==> config.mk <==
export PLATFORM = sky130hd
export DESIGN_NAME = i2s_audio_rx
export DESIGN_NICKNAME = d
export VERILOG_FILES = /design/src/rtl/i2s_audio_rx.sv
export SDC_FILE = /design/constraint.sdc
export NUM_CORES = 1
export LEC_CHECK = 0
export ABC_CLOCK_PERIOD_IN_PS = 2700
export CAP_MARGIN = 20
export CORE_MARGIN = 5
export CORE_UTILIZATION = 50
export DETAILED_ROUTE_END_ITERATION = 10
export GPL_TIMING_DRIVEN = 0
export MAX_ROUTING_LAYER = met4
export PLACE_DENSITY = 0.88
export SLEW_MARGIN = 10
export SYNTH_ARGS = -nofsm -noshare
export SYNTH_HDL_FRONTEND = slang
export SYNTH_SLANG_ARGS = --single-unit
export TNS_END_PERCENT = 5
==> constraint.sdc <==
create_clock -name clk -period 2.7 [get_ports clk]
set_clock_uncertainty 0.2 [all_clocks]
set_input_delay 0.27 -clock clk [delete_from_list [all_inputs] [get_ports clk]]
set_output_delay 0.27 -clock clk [all_outputs]
set_load 0.02 [all_outputs]
==> src/rtl/i2s_audio_rx.sv <==
// Purpose : I2S receiver; oversamples BCLK/LRCK/SDATA in clk, deserialises MSB-first slots.
// Latency : audio_valid ~3-4 clk after the BCLK pin rise carrying a slot's LSB.
// Backpr. : none; samples are presented with a one-clk strobe and must be taken that cycle.
//
// Ports:
//   clk, reset_n        system clock (>= 4x BCLK), asynchronous active-low reset
//   enable              receiver enable; low forces IDLE and clears the bit counter
//   i2s_bclk/lrck/sdata raw serial-audio pins, asynchronous to clk
//   audio_out           last completed sample of channel CH_SEL (0 = left, 1 = right)
//   audio_valid         one-clk pulse when audio_out updates
//   left_out/right_out  last completed sample of each channel
//   frame_err           one-clk pulse when a slot ended with fewer than DATA_W bits
module i2s_audio_rx #(
  parameter int DATA_W = 16,
  parameter bit CH_SEL = 1'b0,
  parameter int CNT_W  = 6
) (
  input  logic              clk,
  input  logic              reset_n,
  input  logic              enable,
  input  logic              i2s_bclk,
  input  logic              i2s_lrck,
  input  logic              i2s_sdata,
  output logic [DATA_W-1:0] audio_out,
  output logic              audio_valid,
  output logic [DATA_W-1:0] left_out,
  output logic [DATA_W-1:0] right_out,
  output logic              frame_err
);

  typedef enum logic [1:0] {
    IDLE = 2'd0,
    SYNC = 2'd1,
    RUN  = 2'd2
  } state_t;

  state_t state_q, state_nxt;

  // Synchronisers: two flops each, plus a third bclk flop for edge detection.
  logic [2:0] bclk_pipe;
  logic [1:0] lrck_pipe;
  logic [1:0] sdata_pipe;

  logic              bclk_s, bclk_d, lrck_s, sdata_s;
  logic [DATA_W-1:0] shift_reg;
  logic [CNT_W-1:0]  bit_cnt;
  logic              lr_last;

  logic              rise;
  logic              boundary;
  logic              cnt_lt;
  logic              slot_full;
  logic [DATA_W-1:0] shift_nxt;
  logic [DATA_W-1:0] word;
  logic [CNT_W-1:0]  cnt_inc;

  assign bclk_s  = bclk_pipe[1];
  assign bclk_d  = bclk_pipe[2];
  assign lrck_s  = lrck_pipe[1];
  assign sdata_s = sdata_pipe[1];

  always_ff @(posedge clk or negedge reset_n) begin
    if (!reset_n) begin
      bclk_pipe  <= '0;
      lrck_pipe  <= '0;
      sdata_pipe <= '0;
    end else begin
      bclk_pipe  <= {bclk_pipe[1:0], i2s_bclk};
      lrck_pipe  <= {lrck_pipe[0], i2s_lrck};
      sdata_pipe <= {sdata_pipe[0], i2s_sdata};
    end
  end

  always_comb begin
    rise      = bclk_s & ~bclk_d;
    boundary  = rise && (lrck_s != lr_last);
    cnt_lt    = (bit_cnt < CNT_W'(DATA_W));
    shift_nxt = {shift_reg[DATA_W-2:0], sdata_s};
    // Because of the 1-bit I2S delay, the boundary rise carries the previous
    // slot's LSB, so it is folded into the word when there is still room.
    word      = cnt_lt ? shift_nxt : shift_reg;
    // Bits seen including this rise reach DATA_W once bit_cnt >= DATA_W-1;
    // longer slots are complete too and simply keep their first DATA_W bits.
    slot_full = (bit_cnt >= CNT_W'(DATA_W - 1));
    cnt_inc   = (bit_cnt == '1) ? bit_cnt : bit_cnt + CNT_W'(1);
  end

  // State register
  always_ff @(posedge clk or negedge reset_n) begin
    if (!reset_n) state_q <= IDLE;
    else          state_q <= state_nxt;
  end

  // Next-state logic
  always_comb begin
    state_nxt = state_q;
    if (!enable) begin
      state_nxt = IDLE;
    end else begin
      unique case (state_q)
        IDLE:    state_nxt = SYNC;
        SYNC:    if (boundary) state_nxt = RUN;
        RUN:     state_nxt = RUN;
        default: state_nxt = IDLE;
      endcase
    end
  end

  // Deserialiser and output registers
  always_ff @(posedge clk or negedge reset_n) begin
    if (!reset_n) begin
      shift_reg   <= '0;
      bit_cnt     <= '0;
      lr_last     <= 1'b0;
      audio_out   <= '0;
      audio_valid <= 1'b0;
      left_out    <= '0;
      right_out   <= '0;
      frame_err   <= 1'b0;
    end else begin
      audio_valid <= 1'b0;
      frame_err   <= 1'b0;
      if (!enable || state_q == IDLE) begin
        // While idle, follow LRCK so that SYNC only fires on a real channel
        // change seen after enabling, never on stale history.
        bit_cnt <= '0;
        lr_last <= lrck_s;
      end else if (rise) begin
        if (cnt_lt) shift_reg <= shift_nxt;
        if (boundary) begin
          bit_cnt <= '0;
          lr_last <= lrck_s;
          // The boundary that takes SYNC to RUN closes a slot we joined late.
          if (state_q == RUN) begin
            if (slot_full) begin
              if (lr_last) right_out <= word;
              else         left_out  <= word;
              if (lr_last == CH_SEL) begin
                audio_out   <= word;
                audio_valid <= 1'b1;
              end
            end else begin
              frame_err <= 1'b1;
            end
          end
        end else begin
          bit_cnt <= cnt_inc;
        end
      end
    end
  end

endmodule
Yosys cells after proc, flatten, opt, wreduce, memory -nomap -nowiden
Cells that the tools add are included.

Flip-flop bits (word level): 66. Input port bits: 6. Output and inout port bits: 50. Logic and storage cells: 57.

Add/subtract/negate cells: 1. Magnitude comparators: 2. Equal/unequal tests: 6. Muxes and demuxes: 22. Bitwise gates (word level): 4. Reduce and logical (&&, ||, !) cells: 11.

Operator list (number): $mux 6 (4); $mux 16 (1); $mux 1 (14); $reduce_and 6->1 (2); $add 6x1->6 const B (1); $eq 6x6->1 const B (1); $ge 6x4->1 const B (1); $lt 6x5->1 const B (1); $pmux 2 s3 (1); $reduce_and 2->1 (3); $mux 2 (2); $reduce_bool 2->1 (2); $ne 3x2->1 const B (1); $ne 3x3->1 const B (1); $not 1->1 (3); $eq 2x1->1 const B (1); $eq 2x2->1 const B (1); $logic_not 2->1 (1); $and 1x1->1 (1); $logic_and 1x1->1 (1); $logic_not 1->1 (1); $logic_or 1x1->1 (1); $ne 1x1->1 (1).

Depth between registers and ports, before layout
Depth in word-level cells: 6. Depth in mapped cells: 9. Mapped depth without buffers: 6.

Worst setup path after synthesis
No wires, ideal clock.

Kind: reg-to-reg. From: reg state_q[0]. To: reg right_out[10]. Arrival: 1.866 ns. Path slack: 0.509 ns. Cell stages (with the launch flop): 10. Path buffers: 3. Cells stage by stage: dfrtp_1 > inv_1 > ha_1 > nor2b_1 > buf_4 > nand4b_4 > or3b_1 > buf_6 > buf_12 > mux2_4.

Cells in the longest elaborated chain, start to end: 4.

Ends and longest elaborated chain: from (decl) (line 37) `state_t state_q, state_nxt;`; from (signal assigned) (line 91) `else state_q <= state_nxt;`; $logic_not 2->1 (line 123) `if (!enable || state_q == IDLE) begin`; $logic_or 1x1->1 (line 123); $not 1->1 (no source line); $reduce_and 6->1 (no source line) (*); to (signal assigned) (line 136) `if (lr_last) right_out <= word;`; to (decl) (line 27) `output logic [DATA_W-1:0] right_out,`.

Every way passes the cells marked *; elsewhere a longest branch is shown, timed or not. A chain may end at the register's enable or synchronous reset.

Worst setup path in the final report
From: reg state_q[0]. To: reg right_out[8].

The elaborated chain is that of the path after synthesis.

==> impl_metrics.csv <==
group,metric,value,unit
floorplanning,starting_utilization_of_the_core_area,0.509,
global_routing,grt.overflow.total,0,
timing,worst-slew-pin-transition,811,ps
critical_path,crit_slowest_cell,"dfrtp_1",
run,max_cap_violations,0,
critical_path,worst_path_dominant_cell_family,"simple AND/OR/NAND/NOR gates",
logic_synthesis,synth_compound_area_frac,0.0311,
detailed_routing,post_drt_wl_per_cell,15.8,um
logic_synthesis,synth_cell_type_count,32,
critical_path,crit_chain,"inv_1, ha_1, nor2b_1, buf_4, nand4b_4, or3b_1, buf_6, buf_12, mux2_4",
place,pre_cts_slack,232,ps
layout,signed_area_change_from_the_synthesized_netlist_to_the_final_layout,29.5,%
global_routing,grt_antenna_before_repair,0,
clocking,cts-resized-gates,0,
detailed_routing,drc,0,
logic_synthesis,synth_top_flop_cell,"dfrtp_1",
clocking,cts_setup_buffers,0,
layout,antennaDiodeCount,0,
hold_path,holdCritPathClass,"reg2reg",
place,placement.cell_area,3620,um2
detailed_routing,via_count,1811,
detailed_routing,detail_route.iter0.violations,114,
global_routing,first_global_vias,1985,
logic_synthesis,synthesis.nets,221,
clocking,number_of_buffers_added_by_the_clock_tree_synthesis_step,9,
logic_synthesis,post_synth_and_or_nand_nor_area_fraction,0.0605,
global_routing,global_route_wire_length_before_repair,9.77,mm
timing,unrepaired_setup_endpoints_after_global_routing,"no",
timing,report.final.setup_viol,0,
run_status,run_status,"finished, final reports clean",
critical_path,cp.required,2730,ps
detailed_routing,avg_vias_per_cell,5.07,
detailed_routing,drtPass1Iterations,4,
floorplanning,floorplan.core_area,5850,um2
pwr,power_density_over_the_cells,603,nW/um2
layout,post-route-util,0.660,
pwr,netSwitchingPower,598,uW
timing,fmax,0.418,GHz
logic_synthesis,ys_ff_latch,66,
timing,finalCriticalPeriod,2390,ps
critical_path,cp-start-kind,"flip-flop",
floorplanning,die-height,87.2,um
timing,timing.hold.ws,149,ps
pwr,comb_power_share,0.127,
clocking,insertion_delay,350,ps
critical_path,critical_path_arrival,2420,ps
layout,final_nets,288,
layout,post_route_cells_drive_above_1_share,0.387,
timing,final.setup.tns,0,ps
pwr,power_share_of_the_clock_group,0.403,
timing,post-route-worst-setup-slack,306,ps
logic_synthesis,async_set_reset_flop_share_out_of_synthesis,1.00,
place,detailed_place_hpwl,3.87,mm
clocking,path_clk_slew,70,ps
global_routing,groute.usage.overall,0.173,
timing,max_slew_margin,0.459,
clocking,cts-root-buf,"clkbuf_8",
logic_synthesis,synth_area,2980,um2
logic_synthesis,synthAdderAreaFrac,0.0210,
pwr,cellInternalPower,1730,uW
logic_synthesis,synth_top_family_by_area,"multiplexers",
pwr,seqPwrFrac,0.470,
floorplanning,die_w,87.2,um
clocking,cts.sink_count,66,
timing,number_of_failing_hold_endpoints_at_the_final_stage,0,
timing,fraction_of_the_cycle_the_final_worst_path_needs,0.887,
logic_synthesis,post_synth.cell_area_avg,14.2,um2
floorplanning,floorplan.io_pins,56,
place,routability_cong,0.802,
place,portBuffers,55,
global_routing,grt_max_degree,67,
clocking,cts_hold_buf,1,
clocking,htree_num_levels,3,
layout,finalInstanceArea,3860,um2
floorplanning,std_cell_rows,28,
detailed_routing,drtAntennaViolNets,0,
critical_path,setup.worst_path.class,"reg2reg",
logic_synthesis,synth_xor_area_frac,0.00294,
logic_synthesis,yosys_warning_total,0,
logic_synthesis,synth_sequential_area_ratio,0.554,
logic_synthesis,synth.mux.area_fraction,0.264,
clocking,cts_tree,"built",
clocking,max-clock-path-buffers,2,
pwr,leakage,0.00196,uW
floorplanning,die_area,7600,um2
critical_path,critPathCaptureType,"flip-flop",
pwr,switching_share,0.257,
detailed_routing,finalWirelength,5.65,mm
critical_path,timing.critical_path.slowest_cell_delay,390,ps
logic_synthesis,synth-edff-count,0,
logic_synthesis,gate_count_post_synth,210,
critical_path,timing.critical_path.buf_inv,4,
timing,drv_slew,0,
pwr,vdd.ir_drop.worst,0.454,mV
critical_path,path_max_fanout,10,
[cells in the mapped netlist (3+ instances only)]
library cell | instances | area, um2
mux2i_1 | 3 | 30.0
nand3_1 | 6 | 30.0
o21ai_0 | 8 | 40.0
inv_1 | 6 | 22.5
nand2_1 | 5 | 18.8
nor2b_1 | 3 | 18.8
buf_4 | 17 | 128
ha_1 | 5 | 62.6
mux2_2 | 54 | 608
mux2_4 | 10 | 150
buf_2 | 3 | 15.0
dfrtp_1 | 66 | 1650
[per-stage QoR]
stage | total power [uW] | std cells
2_1_floorplan | 1320 | 210
3_3_place_gp | 1380 | 340
3_5_place_dp | 1410 | 340
4_1_cts | 2340 | 357
5_1_grt | 2430 | 357
6_report | 2330 | 357
[layout by cell type, fill, tap and decap left out, types with 2 or more instances in the layout]
| master | n |
|---|---|
| a211o_1 | 2 |
| buf_2 | 3 |
| buf_4 | 18 |
| bufinv_16 | 2 |
| clkbuf_8 | 10 |
| clkdlybuf4s50_1 | 54 |
| clkinv_4 | 2 |
| dfrtp_1 | 66 |
| ha_1 | 5 |
| inv_1 | 6 |
| mux2_2 | 54 |
| mux2_4 | 10 |
| mux2i_1 | 3 |
| nand2_1 | 5 |
| nand3_1 | 6 |
| nor2_1 | 2 |
| nor2b_1 | 3 |
| nor3b_1 | 2 |
| o21a_1 | 2 |
| o21ai_0 | 8 |
[path summary, 6_finish.rpt]
check                           slack [ps]                   start  cells after the start                       end
worst max register to register         310  state_q[0]$_DFFE_PN0P_                      9  right_out[8]$_DFFE_PN0P_
worst max-delay path                   310  state_q[0]$_DFFE_PN0P_                      9  right_out[8]$_DFFE_PN0P_
worst min-delay path                   150  bclk_pipe[0]$_DFF_PN0_                      0    bclk_pipe[1]$_DFF_PN0_
min in group asynchronous              350                 reset_n                      2     audio_valid$_DFF_PN0_
max in group asynchronous             1400                 reset_n                      2  right_out[5]$_DFFE_PN0P_
worst min register to register         150  bclk_pipe[0]$_DFF_PN0_                      0    bclk_pipe[1]$_DFF_PN0_
[cell families (layout without fill, tap and decap cells)]
group	Yosys count	count (layout)
XOR/XNOR	1	1
flip-flops	66	66
AND/OR/NAND/NOR	28	28
buffers and inverters	28	100
AO/OA/AOI/OAI	15	15
adder cells (fa/ha/maj)	5	5
multiplexers	67	67
[power by group through the flow]
stage               registers, uW  clock network [uW]  logic (uW)
floorplan                    1100                   0         220
global placement             1110                   0         274
detailed placement           1110                   0         295
CTS                          1090                 946         297
global route                 1100                 994         337
finish                       1090                 938         295
[layer usage]
layer,part of all wire,vias to the layer above,track usage,routed length (um)
li1,-,854,-,-
met1,0.44,895,0.213,2470
met2,0.50,51,0.273,2810
met3,0.042,11,0.0397,235
met4,0.024,0,0.0823,136
met5,0,-,-,0
[area by class of cell]
type | count | area (um2)
flip-flops and latches | 66 | 1650
well taps | 75 | 93.8
fillers | 435 | 1990
multi-input cells | 116 | 1130
inverters | 6 | 22.5
plain buffers | 22 | 174
repair buffers | 56 | 558
clock inverters | 6 | 90.1
clock buffers | 10 | 138
Note: power is estimated with default switching activity, not from simulation.
